[config.mk]
export PLATFORM = sky130hd
export DESIGN_NAME = dly_sched_apply_flat
export DESIGN_NICKNAME = d
export VERILOG_FILES = /design/src/rtl/dly_sched_pkg.sv /design/src/rtl/dly_sched_apply_if.sv /design/src/rtl/dly_sched_slot.sv /design/src/rtl/dly_sched_apply.sv /design/src/flat_wrapper.sv
export SDC_FILE = /design/constraint.sdc
export NUM_CORES = 1
export LEC_CHECK = 0
export ABC_AREA = 1
export CORE_MARGIN = 2
export CORE_UTILIZATION = 45
export DETAILED_ROUTE_END_ITERATION = 8
export GPL_ROUTABILITY_DRIVEN = 1
export PLACE_DENSITY = 0.6
export SLEW_MARGIN = 25
export SYNTH_ARGS = -nofsm -noshare
export SYNTH_HDL_FRONTEND = slang
export SYNTH_SLANG_ARGS = --single-unit
[constraint.sdc]
create_clock -name clk -period 6.25 [get_ports clk]
set_input_delay 1.25 -clock clk [delete_from_list [all_inputs] [get_ports clk]]
set_output_delay 1.25 -clock clk [all_outputs]
set_load 0.005 [all_outputs]
[src/rtl/dly_sched_pkg.sv]
// Shared types and helpers for the delayed-write responder (dly_sched_apply).
// Slot status struct, width helpers, and newest-maturing-slot selection.
package dly_sched_pkg;

   // Upper bounds for the flattened vectors that are handed to newest_idx().
   localparam int unsigned MAX_DEPTH = 16;
   localparam int unsigned MAX_DLY_W = 16;

   typedef logic [MAX_DLY_W-1:0] odly_t;

   // Per-slot status as seen by the top-level select logic.
   typedef struct packed {
      logic  valid;
      logic  mature;   // valid and countdown reached zero: retires this edge
      odly_t odly;     // original delay, zero-extended
   } slot_t;

   function automatic int unsigned cnt_w(input int unsigned depth);
      return $clog2(depth + 1);
   endfunction

   function automatic int unsigned idx_w(input int unsigned depth);
      return (depth > 1) ? $clog2(depth) : 1;
   endfunction

   // Among maturing slots, the one with the smallest original delay was
   // enqueued last (only one accept per cycle), so it carries the newest value.
   function automatic int unsigned newest_idx(
      input logic [MAX_DEPTH-1:0]                mature,
      input logic [MAX_DEPTH-1:0][MAX_DLY_W-1:0] odly
   );
      int unsigned best;
      logic        found;
      odly_t       best_d;
      best   = 0;
      found  = 1'b0;
      best_d = '1;
      for (int unsigned i = 0; i < MAX_DEPTH; i++) begin
         if (mature[i] && (!found || (odly[i] < best_d))) begin
            best   = i;
            best_d = odly[i];
            found  = 1'b1;
         end
      end
      return best;
   endfunction

endpackage

[src/rtl/dly_sched_apply_if.sv]
// Request channel of the delayed-write protocol: {delay, data} with valid/ready.
interface dly_sched_apply_if #(
   parameter int unsigned DATA_W = 32,
   parameter int unsigned DLY_W  = 8
);
   logic              req_valid;
   logic              req_ready;
   logic [DLY_W-1:0]  req_delay;
   logic [DATA_W-1:0] req_data;

   modport master (output req_valid, output req_delay, output req_data, input req_ready);
   modport slave  (input req_valid, input req_delay, input req_data, output req_ready);
endinterface

[src/rtl/dly_sched_slot.sv]
// One scheduled-write slot: loads {delay, data}, counts down, flags maturity.
module dly_sched_slot
   import dly_sched_pkg::*;
#(
   parameter int unsigned DATA_W = 32,
   parameter int unsigned DLY_W  = 8
) (
   input  logic              clk,
   input  logic              rst,
   input  logic              load,
   input  logic [DLY_W-1:0]  load_dly,
   input  logic [DATA_W-1:0] load_data,
   output slot_t             stat,
   output logic [DATA_W-1:0] data
);

   logic             valid;
   logic [DLY_W-1:0] cnt;
   logic [DLY_W-1:0] odly;

   // Load on accept; otherwise retire at zero or count down (never wraps).
   always_ff @(posedge clk) begin
      if (rst) begin
         valid <= 1'b0;
         cnt   <= '0;
         odly  <= '0;
         data  <= '0;
      end else if (load) begin
         valid <= 1'b1;
         cnt   <= load_dly;
         odly  <= load_dly;
         data  <= load_data;
      end else if (valid) begin
         if (cnt == '0) valid <= 1'b0;
         else           cnt   <= cnt - 1'b1;
      end
   end

   // Status view for the top-level encoders.
   always_comb begin
      stat        = '0;
      stat.valid  = valid;
      stat.mature = valid && (cnt == '0);
      stat.odly   = MAX_DLY_W'(odly);
   end

endmodule

[src/rtl/dly_sched_apply.sv]
// Delayed-write responder: applies each accepted {delay, data} to dly_q
// exactly delay+1 edges after acceptance; up to DEPTH writes outstanding.
// Optional DLY_SCHED_STATS_EN adds saturating accept/supersede counters.
module dly_sched_apply
   import dly_sched_pkg::*;
#(
   parameter int unsigned          DATA_W    = 32,
   parameter int unsigned          DLY_W     = 8,
   parameter int unsigned          DEPTH     = 4,   // 1..MAX_DEPTH
   parameter logic [DATA_W-1:0]    RESET_VAL = '0
) (
   input  logic                        clk,
   input  logic                        rst,
   dly_sched_apply_if.slave            req,
   output logic [DATA_W-1:0]           dly_q,
   output logic                        applied,
   output logic [cnt_w(DEPTH)-1:0]     pending,
   output logic                        idle
`ifdef DLY_SCHED_STATS_EN
   ,
   output logic [31:0]                 stat_accepted,
   output logic [31:0]                 stat_superseded
`endif
);

   localparam int unsigned CNT_W = cnt_w(DEPTH);
   localparam int unsigned IDX_W = idx_w(DEPTH);

   slot_t                              stat [DEPTH];
   logic [DATA_W-1:0]                  slot_data [DEPTH];
   logic [DEPTH-1:0]                   load;
   logic                               ready;
   logic                               acc;
   logic [IDX_W-1:0]                   free_idx;
   logic [IDX_W-1:0]                   win_idx;
   logic                               any_mature;
   logic [CNT_W-1:0]                   ret_cnt;
   logic [MAX_DEPTH-1:0]               mature_vec;
   logic [MAX_DEPTH-1:0][MAX_DLY_W-1:0] odly_vec;

   assign acc           = req.req_valid && ready;
   assign req.req_ready = ready;
   assign idle          = (pending == '0);

   for (genvar g = 0; g < DEPTH; g++) begin : g_slot
      assign load[g] = acc && (free_idx == IDX_W'(g));
      dly_sched_slot #(
         .DATA_W (DATA_W),
         .DLY_W  (DLY_W)
      ) u_slot (
         .clk       (clk),
         .rst       (rst),
         .load      (load[g]),
         .load_dly  (req.req_delay),
         .load_data (req.req_data),
         .stat      (stat[g]),
         .data      (slot_data[g])
      );
   end

   // Lowest-index free slot from registered state; retiring slots stay busy this cycle.
   always_comb begin
      ready    = 1'b0;
      free_idx = '0;
      for (int unsigned i = 0; i < DEPTH; i++) begin
         if (!stat[i].valid && !ready) begin
            ready    = 1'b1;
            free_idx = IDX_W'(i);
         end
      end
   end

   // Gather maturing slots, count retirements and pick the newest write.
   always_comb begin
      mature_vec = '0;
      odly_vec   = '0;
      ret_cnt    = '0;
      for (int unsigned i = 0; i < DEPTH; i++) begin
         mature_vec[i] = stat[i].mature;
         odly_vec[i]   = stat[i].odly;
         ret_cnt       = ret_cnt + CNT_W'(stat[i].mature);
      end
      any_mature = |mature_vec;
      win_idx    = IDX_W'(newest_idx(mature_vec, odly_vec));
   end

   // Output register and one-cycle applied pulse.
   always_ff @(posedge clk) begin
      if (rst) begin
         dly_q   <= RESET_VAL;
         applied <= 1'b0;
      end else begin
         applied <= any_mature;
         if (any_mature) dly_q <= slot_data[win_idx];
      end
   end

   // Outstanding-write counter: accept and retire may coincide.
   always_ff @(posedge clk) begin
      if (rst) pending <= '0;
      else     pending <= pending + CNT_W'(acc) - ret_cnt;
   end

`ifdef DLY_SCHED_STATS_EN
   logic [32:0] acc_sum;
   logic [32:0] sup_sum;

   always_comb begin
      acc_sum = {1'b0, stat_accepted} + 33'(acc);
      sup_sum = {1'b0, stat_superseded};
      if (any_mature) sup_sum = sup_sum + 33'(ret_cnt) - 33'd1;
   end

   // Saturating statistics counters.
   always_ff @(posedge clk) begin
      if (rst) begin
         stat_accepted   <= '0;
         stat_superseded <= '0;
      end else begin
         stat_accepted   <= acc_sum[32] ? '1 : acc_sum[31:0];
         stat_superseded <= sup_sum[32] ? '1 : sup_sum[31:0];
      end
   end
`endif

endmodule

[src/flat_wrapper.sv]
// flat-port wrapper written by rule: the top's interface ports become plain ports
module dly_sched_apply_flat import dly_sched_pkg::*;
#(
   parameter int unsigned          DATA_W    = 32,
   parameter int unsigned          DLY_W     = 8,
   parameter int unsigned          DEPTH     = 4,                  
   parameter logic [DATA_W-1:0]    RESET_VAL = '0
)
  (clk, rst, dly_q, applied, pending, idle, req_req_valid, req_req_delay, req_req_data, req_req_ready);
  dly_sched_apply_if #(.DATA_W(DATA_W), .DLY_W(DLY_W)) req_i ();
  input  logic clk;
  input  logic rst;
  output logic [DATA_W-1:0] dly_q;
  output logic applied;
  output logic [cnt_w(DEPTH)-1:0] pending;
  output logic idle;
  input wire logic [$bits(req_i.req_valid)-1:0] req_req_valid;
  input wire logic [$bits(req_i.req_delay)-1:0] req_req_delay;
  input wire logic [$bits(req_i.req_data)-1:0] req_req_data;
  output wire logic [$bits(req_i.req_ready)-1:0] req_req_ready;
  assign req_i.req_valid = req_req_valid;
  assign req_i.req_delay = req_req_delay;
  assign req_i.req_data = req_req_data;
  assign req_req_ready = req_i.req_ready;
  dly_sched_apply #(.DATA_W(DATA_W), .DLY_W(DLY_W), .DEPTH(DEPTH), .RESET_VAL(RESET_VAL)) u_core (.clk(clk), .rst(rst), .req(req_i), .dly_q(dly_q), .applied(applied), .pending(pending), .idle(idle));
endmodule
---- Word level (Yosys, flattened, before mapping) ----
Index checks and enable logic that the tools add are counted.
W data, S select, Z words.
operators by class
  add/sub/neg operators ................... 9
  $mul .................................... 0
  div/mod/pow operators ................... 0
  order comparisons ....................... 4
  equal/unequal tests ..................... 7
  shift-type cells ........................ 0
  muxes and demuxes ....................... 43
  bitwise logic cells ..................... 1
  reduce and logical (&&, ||, !) cells .... 41
operators by type and width
  cell                   number
  $mux W8                12
  $bmux W32 S2           1
  $mux W32               2
  $lt A8 B16 Y1          3
  $mux W16               3
  $logic_not A8 Y1       4
  $sub A8 B1 Y8 const B  4
  $mux W1                21
  $logic_and A1 B1 Y1    15
  $add A3 B1 Y3          3
  $logic_not A1 Y1       8
  $mux W2                4
  $ne A2 B2 Y1 const B   4
  $reduce_and A2 Y1      4
  $reduce_bool A2 Y1     4
  $eq A2 B2 Y1 const B   2
  $reduce_or A4 Y1       1
  $ge A3 B3 Y1 const B   1
  $logic_not A3 Y1       1
  $logic_or A1 B1 Y1     3
  $not A2 Y3             1
  $sub A3 B3 Y3          1
  $add A1 B1 Y2          1
  $eq A2 B1 Y1 const B   1
  $logic_not A2 Y1       1
word-level totals
  register bits ........................... 232
  bits in latches ......................... 0
  bits in writable memories ............... 0
  bits in read-only memories .............. 0
  input port bits ......................... 43
  output and inout port bits .............. 38
  memories ................................ 0

---- Longest topological paths before layout ----
  depth after elaboration ................. 19
  gate-level depth with buffers ........... 45

---- By module ----
A second synthesis with hierarchy kept.
unflattened totals
  cell total of the unflattened synthesis .. 1953
  area, all modules ....................... 12881.1 um^2
modules (own cells, without submodules)
  module           instances  cells an instance  area an instance (um^2)  seq. area each (um^2)
  dly_sched_slot   4          286                2069.5                   980.9
  dly_sched_apply  1          809                4603.2                   720.7

---- Least setup slack after synthesis ----
No wires, ideal clock.
  path kind ............................... flip-flop to flip-flop
  start ................................... register u_core.g_slot[0].u_slot.cnt[0]
  end ..................................... register u_core.dly_q[11]
  arrival time ............................ 4832 ps
  path slack .............................. 1309 ps
  stages on the path, launching flop included .. 41
  buffers on the path ..................... 3
  period minus slack after synthesis ...... 4941 ps
  cells stage by stage .................... dfxtp_1 inv_1 ha_1 nor3b_1 nand2_1 nor2_4 inv_2 nor2_1 ha_1 a21oi_1 o21a_1 nand2_1 nand2_1 nand2_4 clkbuf_1 nand2_1 o21ai_0 ha_1 [5 not listed] nand2_4 clkbuf_1 nand2_1 o21ai_0 ha_1 a21oi_1 nor2_1 a211oi_1 nand2_1 nand2_4 nand2_8 nand2_4 buf_4 nand2_1 nand2_1 nand3_1 nand2_1 inv_1
on the way
  cells in the longest elaborated chain, start to end .. 19
  elaborated cells on any way between the ends .. 28
RTL lines
  element                                            line                   text
  from (decl)                                        dly_sched_slot.sv:18   logic [DLY_W-1:0] cnt;
  from (signal assigned)                             dly_sched_slot.sv:30   cnt <= load_dly;
  from (signal assigned)                             dly_sched_slot.sv:35   else cnt <= cnt - 1'b1;
  $logic_not A8 Y1 *                                 dly_sched_slot.sv:43   stat.mature = valid && (cnt == '0);
  $logic_and A1 B1 Y1 *                              dly_sched_slot.sv:43
  $mux W16 or $mux W1 (tied branches)                dly_sched_pkg.sv:39    if (mature[i] && (!found || (odly[i] < best_d))) begin
  $lt A8 B16 Y1 or $logic_not A1 Y1 (tied branches)  dly_sched_pkg.sv:39
  $logic_or A1 B1 Y1                                 dly_sched_pkg.sv:39
  $logic_and A1 B1 Y1                                dly_sched_pkg.sv:39
  $mux W16 or $mux W1 (tied branches)                dly_sched_pkg.sv:39
  $lt A8 B16 Y1 or $logic_not A1 Y1 (tied branches)  dly_sched_pkg.sv:39
  [2 not listed]                                     -
  $mux W16 or $mux W1 (tied branches)                dly_sched_pkg.sv:39
  $lt A8 B16 Y1 or $logic_not A1 Y1 (tied branches)  dly_sched_pkg.sv:39
  $logic_or A1 B1 Y1                                 dly_sched_pkg.sv:39
  $logic_and A1 B1 Y1                                dly_sched_pkg.sv:39
  $mux W2                                            dly_sched_pkg.sv:39
  $not A2 Y3 (not written as such)                   dly_sched_apply.sv:94  if (any_mature) dly_q <= slot_data[win_idx];
  $bmux W32 S2                                       dly_sched_apply.sv:94
  $mux W32 (not written as such) (2 in a row)        dly_sched_apply.sv:94
  to (signal assigned)                               dly_sched_apply.sv:94
  to (decl)                                          dly_sched_apply.sv:15  output logic [DATA_W-1:0] dly_q,
Every way passes the cells marked *; elsewhere a longest branch is shown, timed or not. The select of a mux whose other input is x is not followed.
A chain may end at the register's enable or synchronous reset.

---- Final worst setup path ----
  start ................................... register u_core.g_slot[0].u_slot.cnt[0]
  end ..................................... register u_core.dly_q[30]
Same word-level chain as after synthesis.

==> impl_results.md <==
- Cell taking the most area after synthesis: dfxtp_1
- Dpl ws: between 0.5 and 0.6 ns
- CTS tree: done
- Max-slew violations: 0
- # rows: 57
- CTS Root Cell: clkbuf_16
- Reg-to-reg slack, setup: 0.68 ns
- Post-route setup TNS: 0 ns
- Total Power: 3.85 mW
- Post-Place Cell Area: 12,000 um2
- Clk buf depth: 3
- CTS buffer count: 27
- Worst ir drop on vdd: around 0.17 mV
- Total global routing overflow: 0
- Final hold slack: 0.452 ns
- Tot GR Track Use: between 20% and 30%
- CTS Hold Bufs: 0
- Top cell type's share of synthesized area: between 40% and 50%
- TritonRoute pass-1 iters: 5
- Critical Path End: u_core.dly_q[30]$_SDFFE_PP0P_
- Most frequent cells in the layout: nor2_1 (296), nand2_1 (270), dfxtp_1 (232)
- Antenna violations before repair: 0
- Finished Cell Area: 13,000 um2
- Share of cells above drive strength 1: between 5 and 6%
- Peak Freq: 179 MHz
- PnR worst setup slack: just under 0.7 ns
- Slowest cell on crit path: o21ai_0
- # clock sinks: ~230
- Worst Setup SP: u_core.g_slot[0].u_slot.cnt[0]$_SDFFE_PP0P_
- Yosys warns: 0
- Pin count of the biggest net entering global routing: 125
- Ant diodes: 0
- Number of max-cap violations: 0
- Final Core Density: 53.7%
- RSZ-0062 raised after global routing: no
- HP Class: reg -> reg
- Min Tclk post-route: 5.57 ns
- Clk slew on worst S/H paths: roughly 0.060 ns
- Post-CTS setup buffer count: 0
- Via count: 10,200
- Worst-margin pin slew: ~0.94 ns
- Reg2Reg Launch Point: u_core.g_slot[0].u_slot.cnt[0]$_SDFFE_PP0P_
- Critical R2R Capture: u_core.dly_q[30]$_SDFFE_PP0P_
- Synth Area per Inst: 6.92 um2
- Worst-path fanout max: 20
- Multi-input logic area: 5460 um2
- Register area: 4640 um2
- CP arrival: 6.06 ns
- Sequential fraction of the synthesis area: 42.1%
- Setup crit end kind: register
- Total Routed Length: 30.8 mm
- Initial core utilization: 45.6%
- PwrDens: ~300 nW/um2
- I/O Pins: 81
- Post-DR vias/cell: 5.15
- Max incr delay on CP: ~0.34 ns
- # placed instances: 1,923
- Mapped Nets: 1,670
- Vias in the first global route: between 9,000 and 10,000
- Final hold violations: 0
- Chip width: between 150 and 200 um
- Most used cell along the critical path: nand2_1
- Detailed Place HPWL: 17.9 mm
- Synth unique cells: 36
- R2R cell count: 35
- Core area: 24,200 um2
- Area contributors post-synth: dfxtp_1 (42%), nor2_1 (10%), nand2_1 (9.3%), o21ai_0 (7.0%), inv_1 (6.1%)
- Run status: finished, final reports clean
- Synthesized instance count: between 1,500 and 2,000
- GPL Wtd Cong: 0.897
- Remaining DRCs: 0
- #FFs+latches synth: 232
- Max Clock Skew: 0.0118 ns
- Leakage: 5.57 nW
- Critical path class: reg -> reg
- Area grow syn2layout: 17.8%
- Syn Std Cell Area: between 10,000 and 15,000 um2
- Clock latency on the worst-skew pair: 0.54 ns
- Filler cells: 2,378
- DRT antenna net count: 0
- Violation count after the first detailed-route iteration: 675
- DIE HEIGHT: 161 um
- DR WL/cell: approximately 16 um
- Final nets: about 1,700
- H-tree depth: 1
- Post-route insts no fill: 1,978
- Slew HR: 37.3%
- Setup violations, final: 0
- Die ar.: 25,800 um2
- Post-CTS Resized: 0
- Most common cell after layout, fill and taps aside: nor2_1
- Fin crit share: 89.2%
- Crit start category: register
- # port buffers: 80
- Crit path required time: 6.74 ns
- Global-route wire length before repair: 48.4 mm
worst max-delay path, delay by kind of cell (launching register included):
family	cells	cell delay, ns
DFF	1	0.31
AOI/OAI and AO/OA	7	1.16
buffers and inverters	3	0.28
adders and majority gates	4	1.04
and+or+nand+nor	21	2.74
flip-flops by register name, summed over array words and instances (netlist names):
register / count
u_core.g_slot.u_slot.data: 128
u_core.g_slot.u_slot.odly: 32
u_core.pending: 3
u_core.g_slot.u_slot.cnt: 32
u_core.dly_q: 32
u_core.g_slot.u_slot.valid: 4
u_core.applied: 1
kinds of logic after synthesis:
group | Yosys count | synth area share [%]
xor gates and xnor gates | 10 | 0.794
AOI/OAI and AO/OA | 306 | 14.6
adders and majority gates | 33 | 3.95
DFF | 232 | 42.1
and+or+nand+nor | 741 | 28.7
buffers and inverters | 272 | 9.80
synth_stat cells, drive strengths merged:
cell and count:
o221ai 6, a31oi 17, or2 2, nor2 302, o211ai 5, fa 3
nand2 283, o21a 4, nor3 7, a21oi 115, o21ai 155, nand3b 30
clkinv 4, dfxtp 232, clkbuf 67, buf 21, xor2 4, ha 30
nand4 1, o31ai 2, nor3b 1, xnor2 6, nor4 4, nand3 111
inv 180, a211oi 2
cell type report:
cell class                      count  area share [%]
Sequential cell                   232            35.8
Clock inverter                      6           0.694
Tap cell                          324            3.12
Inverter                          184            5.33
Clock buffer                       42            6.10
Multi-Input combinational cell   1097            42.0
Timing Repair Buffer               93            6.94
how the worst min path moves through the flow:
stage / from / endpoint / slack [ns] / cells past startpoint
2_1_floorplan: u_core.g_slot[1].u_slot.data[10]$_SDFFE_PP0P_ / u_core.g_slot[1].u_slot.data[10]$_SDFFE_PP0P_ / 0.43 / 2
3_3_place_gp: u_core.g_slot[1].u_slot.data[12]$_SDFFE_PP0P_ / u_core.g_slot[1].u_slot.data[12]$_SDFFE_PP0P_ / 0.44 / 2
3_5_place_dp: u_core.g_slot[2].u_slot.data[30]$_SDFFE_PP0P_ / u_core.g_slot[2].u_slot.data[30]$_SDFFE_PP0P_ / 0.44 / 2
4_1_cts: u_core.g_slot[1].u_slot.data[16]$_SDFFE_PP0P_ / u_core.g_slot[1].u_slot.data[16]$_SDFFE_PP0P_ / 0.45 / 2
5_1_grt: u_core.g_slot[3].u_slot.data[23]$_SDFFE_PP0P_ / u_core.g_slot[3].u_slot.data[23]$_SDFFE_PP0P_ / 0.47 / 2
6_report: u_core.g_slot[2].u_slot.data[27]$_SDFFE_PP0P_ / u_core.g_slot[2].u_slot.data[27]$_SDFFE_PP0P_ / 0.45 / 2
power by group:
group          total [mW]  internal [mW]  switching, mW
combinational       0.640          0.270          0.370
clock                1.57          0.949          0.625
sequential           1.63           1.58         0.0544
per-layer routing:
layer / wire (um) / up-vias / share of wire [%] / GRT usage, %
met4: 957 / 0 / 3.1 / 6.88
met2: 14400 / 267 / 47 / 38.0
met1: 13800 / 4667 / 45 / 30.5
met5: 0 / - / 0 / 0
met3: 1580 / 55 / 5.1 / 3.02
li1: - / 5195 / - / -
Note: power is estimated with default switching activity, not from simulation.
